File: src/rtl/hamming_decoder_pipe.sv
// rtl/hamming_decoder_pipe.sv - dual independent two-stage Hamming SECDED decoder pipelines with error counters

module hamming_decoder_lane #(
    parameter int DATA_BITS    = 8,
    parameter int PARITY_BITS  = $clog2(DATA_BITS) + 1,
    parameter int ENCODED_WORD = DATA_BITS + PARITY_BITS,
    parameter int CNT_W        = 16
) (
    input  logic                    i_clk,
    input  logic                    i_rst_n,
    input  logic                    i_valid,
    input  logic [ENCODED_WORD+1:1] i_code,
    output logic                    o_ready,
    output logic                    o_valid,
    output logic [DATA_BITS-1:0]    o_data,
    output logic                    o_sec,
    output logic                    o_ded,
    input  logic                    i_ready,
    input  logic                    i_clr_cnt,
    output logic [CNT_W-1:0]        o_sec_cnt,
    output logic [CNT_W-1:0]        o_ded_cnt
);
    // Syndrome must be able to address every position 1..ENCODED_WORD.
    localparam int SYN_W = PARITY_BITS;

    logic                    en;
    logic [SYN_W-1:0]        syn_in;
    logic                    p_in;
    logic                    s1_valid;
    logic [ENCODED_WORD+1:1] s1_code;
    logic [SYN_W-1:0]        s1_syn;
    logic                    s1_p;
    logic [ENCODED_WORD+1:1] fixed;
    logic [DATA_BITS-1:0]    dec_data;
    logic                    dec_sec;
    logic                    dec_ded;

    // One enable advances the whole lane; it stalls only when the output is held.
    assign en      = !o_valid || i_ready;
    assign o_ready = en;

    // Syndrome is the XOR of the positions of all set bits; p is the overall parity check.
    always_comb begin
        syn_in = '0;
        for (int pos = 1; pos <= ENCODED_WORD; pos++) begin
            if (i_code[pos]) begin
                syn_in = syn_in ^ SYN_W'(pos);
            end
        end
        p_in = ^i_code;
    end

    // Stage 1: capture codeword with its syndrome and parity check.
    always_ff @(posedge i_clk or negedge i_rst_n) begin
        if (!i_rst_n) begin
            s1_valid <= 1'b0;
            s1_code  <= '0;
            s1_syn   <= '0;
            s1_p     <= 1'b0;
        end else if (en) begin
            s1_valid <= i_valid;
            s1_code  <= i_code;
            s1_syn   <= syn_in;
            s1_p     <= p_in;
        end
    end

    // Classify the error, flip the addressed bit when correctable, then pull data from non-power-of-2 positions.
    always_comb begin
        fixed    = s1_code;
        dec_sec  = 1'b0;
        dec_ded  = 1'b0;
        dec_data = '0;
        if (s1_syn == '0) begin
            dec_sec = s1_p;
        end else if (!s1_p) begin
            dec_ded = 1'b1;
        end else if (s1_syn <= SYN_W'(ENCODED_WORD)) begin
            dec_sec = 1'b1;
            for (int pos = 1; pos <= ENCODED_WORD; pos++) begin
                if (SYN_W'(pos) == s1_syn) begin
                    fixed[pos] = ~fixed[pos];
                end
            end
        end else begin
            dec_ded = 1'b1;
        end
        // Shift in from the top so the lowest data position ends up in bit 0.
        for (int pos = 1; pos <= ENCODED_WORD; pos++) begin
            if ((pos & (pos - 1)) != 0) begin
                dec_data = {fixed[pos], dec_data[DATA_BITS-1:1]};
            end
        end
    end

    // Stage 2: result register; an empty slot loads zeroed data and flags.
    always_ff @(posedge i_clk or negedge i_rst_n) begin
        if (!i_rst_n) begin
            o_valid <= 1'b0;
            o_data  <= '0;
            o_sec   <= 1'b0;
            o_ded   <= 1'b0;
        end else if (en) begin
            o_valid <= s1_valid;
            o_data  <= s1_valid ? dec_data : '0;
            o_sec   <= s1_valid && dec_sec;
            o_ded   <= s1_valid && dec_ded;
        end
    end

    // Saturating event counters bumped on output handshake; clear takes priority.
    always_ff @(posedge i_clk or negedge i_rst_n) begin
        if (!i_rst_n) begin
            o_sec_cnt <= '0;
            o_ded_cnt <= '0;
        end else if (i_clr_cnt) begin
            o_sec_cnt <= '0;
            o_ded_cnt <= '0;
        end else begin
            if (o_valid && i_ready && o_sec && (o_sec_cnt != '1)) begin
                o_sec_cnt <= o_sec_cnt + CNT_W'(1);
            end
            if (o_valid && i_ready && o_ded && (o_ded_cnt != '1)) begin
                o_ded_cnt <= o_ded_cnt + CNT_W'(1);
            end
        end
    end

endmodule

module hamming_decoder_pipe #(
    parameter int DATA_BITS    = 8,
    parameter int PARITY_BITS  = $clog2(DATA_BITS) + 1,
    parameter int ENCODED_WORD = DATA_BITS + PARITY_BITS,
    parameter int CNT_W        = 16
) (
    input  logic                    i_clk,
    input  logic                    i_rst_n,
    input  logic                    i_valid_a,
    input  logic [ENCODED_WORD+1:1] i_code_a,
    output logic                    o_ready_a,
    output logic                    o_valid_a,
    output logic [DATA_BITS-1:0]    o_data_a,
    output logic                    o_sec_a,
    output logic                    o_ded_a,
    input  logic                    i_ready_a,
    input  logic                    i_valid_b,
    input  logic [ENCODED_WORD+1:1] i_code_b,
    output logic                    o_ready_b,
    output logic                    o_valid_b,
    output logic [DATA_BITS-1:0]    o_data_b,
    output logic                    o_sec_b,
    output logic                    o_ded_b,
    input  logic                    i_ready_b,
    input  logic                    i_clr_cnt,
    output logic [CNT_W-1:0]        o_sec_cnt_a,
    output logic [CNT_W-1:0]        o_ded_cnt_a,
    output logic [CNT_W-1:0]        o_sec_cnt_b,
    output logic [CNT_W-1:0]        o_ded_cnt_b
);

    hamming_decoder_lane #(
        .DATA_BITS    (DATA_BITS),
        .PARITY_BITS  (PARITY_BITS),
        .ENCODED_WORD (ENCODED_WORD),
        .CNT_W        (CNT_W)
    ) u_lane_a (
        .i_clk     (i_clk),
        .i_rst_n   (i_rst_n),
        .i_valid   (i_valid_a),
        .i_code    (i_code_a),
        .o_ready   (o_ready_a),
        .o_valid   (o_valid_a),
        .o_data    (o_data_a),
        .o_sec     (o_sec_a),
        .o_ded     (o_ded_a),
        .i_ready   (i_ready_a),
        .i_clr_cnt (i_clr_cnt),
        .o_sec_cnt (o_sec_cnt_a),
        .o_ded_cnt (o_ded_cnt_a)
    );

    hamming_decoder_lane #(
        .DATA_BITS    (DATA_BITS),
        .PARITY_BITS  (PARITY_BITS),
        .ENCODED_WORD (ENCODED_WORD),
        .CNT_W        (CNT_W)
    ) u_lane_b (
        .i_clk     (i_clk),
        .i_rst_n   (i_rst_n),
        .i_valid   (i_valid_b),
        .i_code    (i_code_b),
        .o_ready   (o_ready_b),
        .o_valid   (o_valid_b),
        .o_data    (o_data_b),
        .o_sec     (o_sec_b),
        .o_ded     (o_ded_b),
        .i_ready   (i_ready_b),
        .i_clr_cnt (i_clr_cnt),
        .o_sec_cnt (o_sec_cnt_b),
        .o_ded_cnt (o_ded_cnt_b)
    );

endmodule

File: config.mk
export PLATFORM = sky130hd
export DESIGN_NAME = hamming_decoder_pipe
export DESIGN_NICKNAME = d
export VERILOG_FILES = /design/src/rtl/hamming_decoder_pipe.sv
export SDC_FILE = /design/constraint.sdc
export NUM_CORES = 1
export LEC_CHECK = 0
export ABC_AREA = 1
export BUFFER_PORTS_ARGS = -buffer_cell sky130_fd_sc_hd__buf_2
export CELL_PAD_IN_SITES_DETAIL_PLACEMENT = 0
export CELL_PAD_IN_SITES_GLOBAL_PLACEMENT = 1
export CORE_MARGIN = 2
export CORE_UTILIZATION = 37
export DETAILED_ROUTE_END_ITERATION = 16
export PLACE_DENSITY = 0.76
export SLEW_MARGIN = 20
export SYNTH_ARGS = -nofsm -noshare
export SYNTH_HDL_FRONTEND = slang
export SYNTH_HIERARCHICAL = 1
export SYNTH_SLANG_ARGS = --single-unit
File: constraint.sdc
create_clock -name i_clk -period 1.75 [get_ports i_clk]
set_input_delay 0.2625 -clock i_clk [delete_from_list [all_inputs] [get_ports i_clk]]
set_output_delay 0.2625 -clock i_clk [all_outputs]
set_load 0.01 [all_outputs]
==> reports/metrics.cfg <==
[run_status]
outcome = finished clean

[floorplan]
start_util = 0.374
fp.dieH_um = 144
core_area_um2 = 19300
dieWidth_um = 144
num_io_pins = 121
dieArea_um2 = 20700
num_rows = 51

[setup_path]
critPathKind = reg -> out
crit_fanout = 13
crit_arrival_ps = 1350
r2r_start = u_lane_b/o_sec_cnt[1]
cp-end-kind = output port
worstSetupStartpointType = flop
r2r_slack_ps = 140
r2r-end = u_lane_b/o_sec_cnt[3]
reg2reg_depth = 10
crit_required_ps = 1490

[timing]
finalCriticalPeriod_ps = 1620
worst_pin_slew_ps = 545
grt_setup_unrepaired = true
setup_slack_ps = 134
setup_viol_count_final = 0
post-route-period-util = 0.923
hold_violations = 0
max_slew_margin = 0.633
skew_ps = 10.6
final_max_slew_viol_count = 0
max_freq_mhz = 619

[clock_tree]
clock_sinks = 114
clk_pin_slew_ps = 60
cts_buffer_depth = 2
cts_tree = yes
ctsHtreeMaxLevel = 4
clk_latency_ps = 420
cts_buffers = 17
root_buffer = clkbuf_16

[power_and_ir_drop]
p_total_w = 0.00808
p_leak_nw = 4.92
peakVddDrop_mv = 0.457
cellPowerDensity_nw_per_um2 = 869

[layout]
syn2layout_area_growth_pct = 28.7
nFillCells = 2002
fin_area_um2 = 9300
drive_above_1_share = 0.210
layout_common_cells = nand2_1, inv_1, buf_2
final_core_util = 0.481
layout_commonest_cell = nand2_1
layout.nets = 1261

[hold_path]
hold_start = i_valid_a
holdPathEnd = u_lane_a/s1_valid
hold_path_depth = 3
hp-class = in -> reg

[place]
place_area_um2 = 8560
port_buffers = 120
post-place-ws_ps = -9.75
hpwl_um = 14300
place_congestion = 0.827

[synthesis]
ys_async_sr_fraction = 1.00
ys_types = 34
synth_seq_cells = 114
synthesis.area_um2 = 7230
synth_nets = 1074
synthCells = 1037
ys.flop_type = dfrtp_1
seq_area_frac_synth = 0.395
synth_area_per_cell_um2 = 6.97
yosys_warnings = 6
synth-edff-count = 0

[drt]
drt_wl_total_um = 19300
drt-initial-drc-count = 339
vias = 6986
wl_per_cell_um = 12.8
ant_nets = 0
drt_first_pass_iters = 5
via_per_inst = 4.65
drcViolationCount = 0

[grt]
grt_pass1_vias = 6580
grt_antenna_before_repair = 1
track_usage = 0.193
overflow = 0
grt_pass1_wl_um = 31800
grt_max_degree = 47

[job]
maxCapViolations = 0

[timing repair]
| action | in CTS | in global routing |
|---|---|---|
| pin swaps | 1 | 3 |
| buffers inserted | 1 | 2 |
| resized for setup | 3 | 8 |
| gates cloned | 1 | 1 |
| setup endpoints to repair | 15 | 43 |
| hold endpoints to repair | 30 | 0 |
| hold buffers | 1 | 0 |
[where the power goes]
part           switching [W]  leakage (nW)  internal [W]
registers           0.000185          1.51       0.00285
logic               0.000816          3.11      0.000498
clock network        0.00134         0.300       0.00240
total                0.00234          4.92       0.00574
[cells by family after synthesis]
kind of cell	Yosys count	share of synthesized area
simple gates	638	0.386
buf+inv	151	0.0878
flops	114	0.395
compound gates	74	0.0561
xor+xnor	56	0.0679
fa+ha+maj	4	0.00693
[state kept, by name, summed over array words and instances, names as in the netlist, 4 cells and up]
name and count:
u_lane_a/s1_code 8, u_lane_a/o_data 8, u_lane_b/o_ded_cnt 16, u_lane_b/s1_syn 4, u_lane_b/o_sec_cnt 16, u_lane_b/s1_code 8, u_lane_b/o_data 8, u_lane_a/o_ded_cnt 16
u_lane_a/o_sec_cnt 16, u_lane_a/s1_syn 4
[critical path, cell delays in order, from the launching register on]
cell	delay [ps]
dfrtp_1	340
inv_1	40
or2_4	250
buf_6	150
buf_2	140
[Yosys cell counts, types with 3 or more instances]
cell type | number | area, um2
nand3_1 | 71 | 355
nor2_2 | 3 | 18.8
nor2_8 | 3 | 60.1
o21bai_1 | 3 | 22.5
nand2_1 | 383 | 1440
inv_1 | 121 | 454
o21ai_0 | 51 | 255
nor3_1 | 15 | 75.1
xnor2_1 | 16 | 140
clkbuf_1 | 12 | 45.0
nand4_1 | 37 | 231
buf_6 | 4 | 45.0
o21ai_1 | 9 | 45.0
inv_2 | 4 | 15.0
a21oi_1 | 3 | 15.0
nand3b_1 | 16 | 120
buf_2 | 6 | 30.0
dfrtp_1 | 114 | 2850
nor2_1 | 92 | 345
xor2_1 | 40 | 350
or2_2 | 5 | 31.3
nor2_4 | 4 | 45.0
nor3_2 | 3 | 30.0
ha_1 | 4 | 50.1
[final cells by class]
| type | count | area, um2 | share of cell area |
|---|---|---|---|
| multi-input combinational | 774 | 3790 | 0.408 |
| clock inverter | 15 | 209 | 0.0225 |
| antenna | 1 | 2.50 | 0.000269 |
| timing repair buffer | 192 | 1210 | 0.130 |
| clock buffer | 17 | 425 | 0.0457 |
| inverter | 125 | 469 | 0.0505 |
| tap | 265 | 332 | 0.0357 |
| sequential | 114 | 2860 | 0.307 |
[worst max path at each step]
stage / startpoint / end / slack, ps / cells past startpoint
2_1_floorplan: u_lane_a/o_ded_cnt[0] / u_lane_a/o_ded_cnt[13] / 20 / 10
3_3_place_gp: u_lane_b/o_ded_cnt[0] / u_lane_b/o_ded_cnt[7] / 60 / 9
3_5_place_dp: u_lane_b/o_sec_cnt[1] / u_lane_b/o_sec_cnt[14] / -10 / 10
4_1_cts: u_lane_b/o_sec_cnt[1] / u_lane_b/o_sec_cnt[15] / 20 / 10
5_1_grt: u_lane_b/o_ded_cnt[0] / u_lane_b/o_ded_cnt[7] / -20 / 9
6_report: u_lane_b/o_valid / o_ready_b / 130 / 4
[metal layers]
metal	global-route usage	wire length [um]	up-vias
met5	0	0	-
met2	0.305	8960	126
li1	-	-	3658
met3	0.0407	749	22
met1	0.257	9200	3180
met4	0.0769	367	0
[through the flow]
stage	std cells	hold slack (ps)	TNS [ps]
after floorplan	1037	-33.1	0
after global placement	1464	283	0
after detailed placement	1464	282	-19.7
after CTS	1499	43.1	0
after global routing	1502	63.7	-16.5
final	1503	61.2	0
Power figures use the tool's default switching activity.
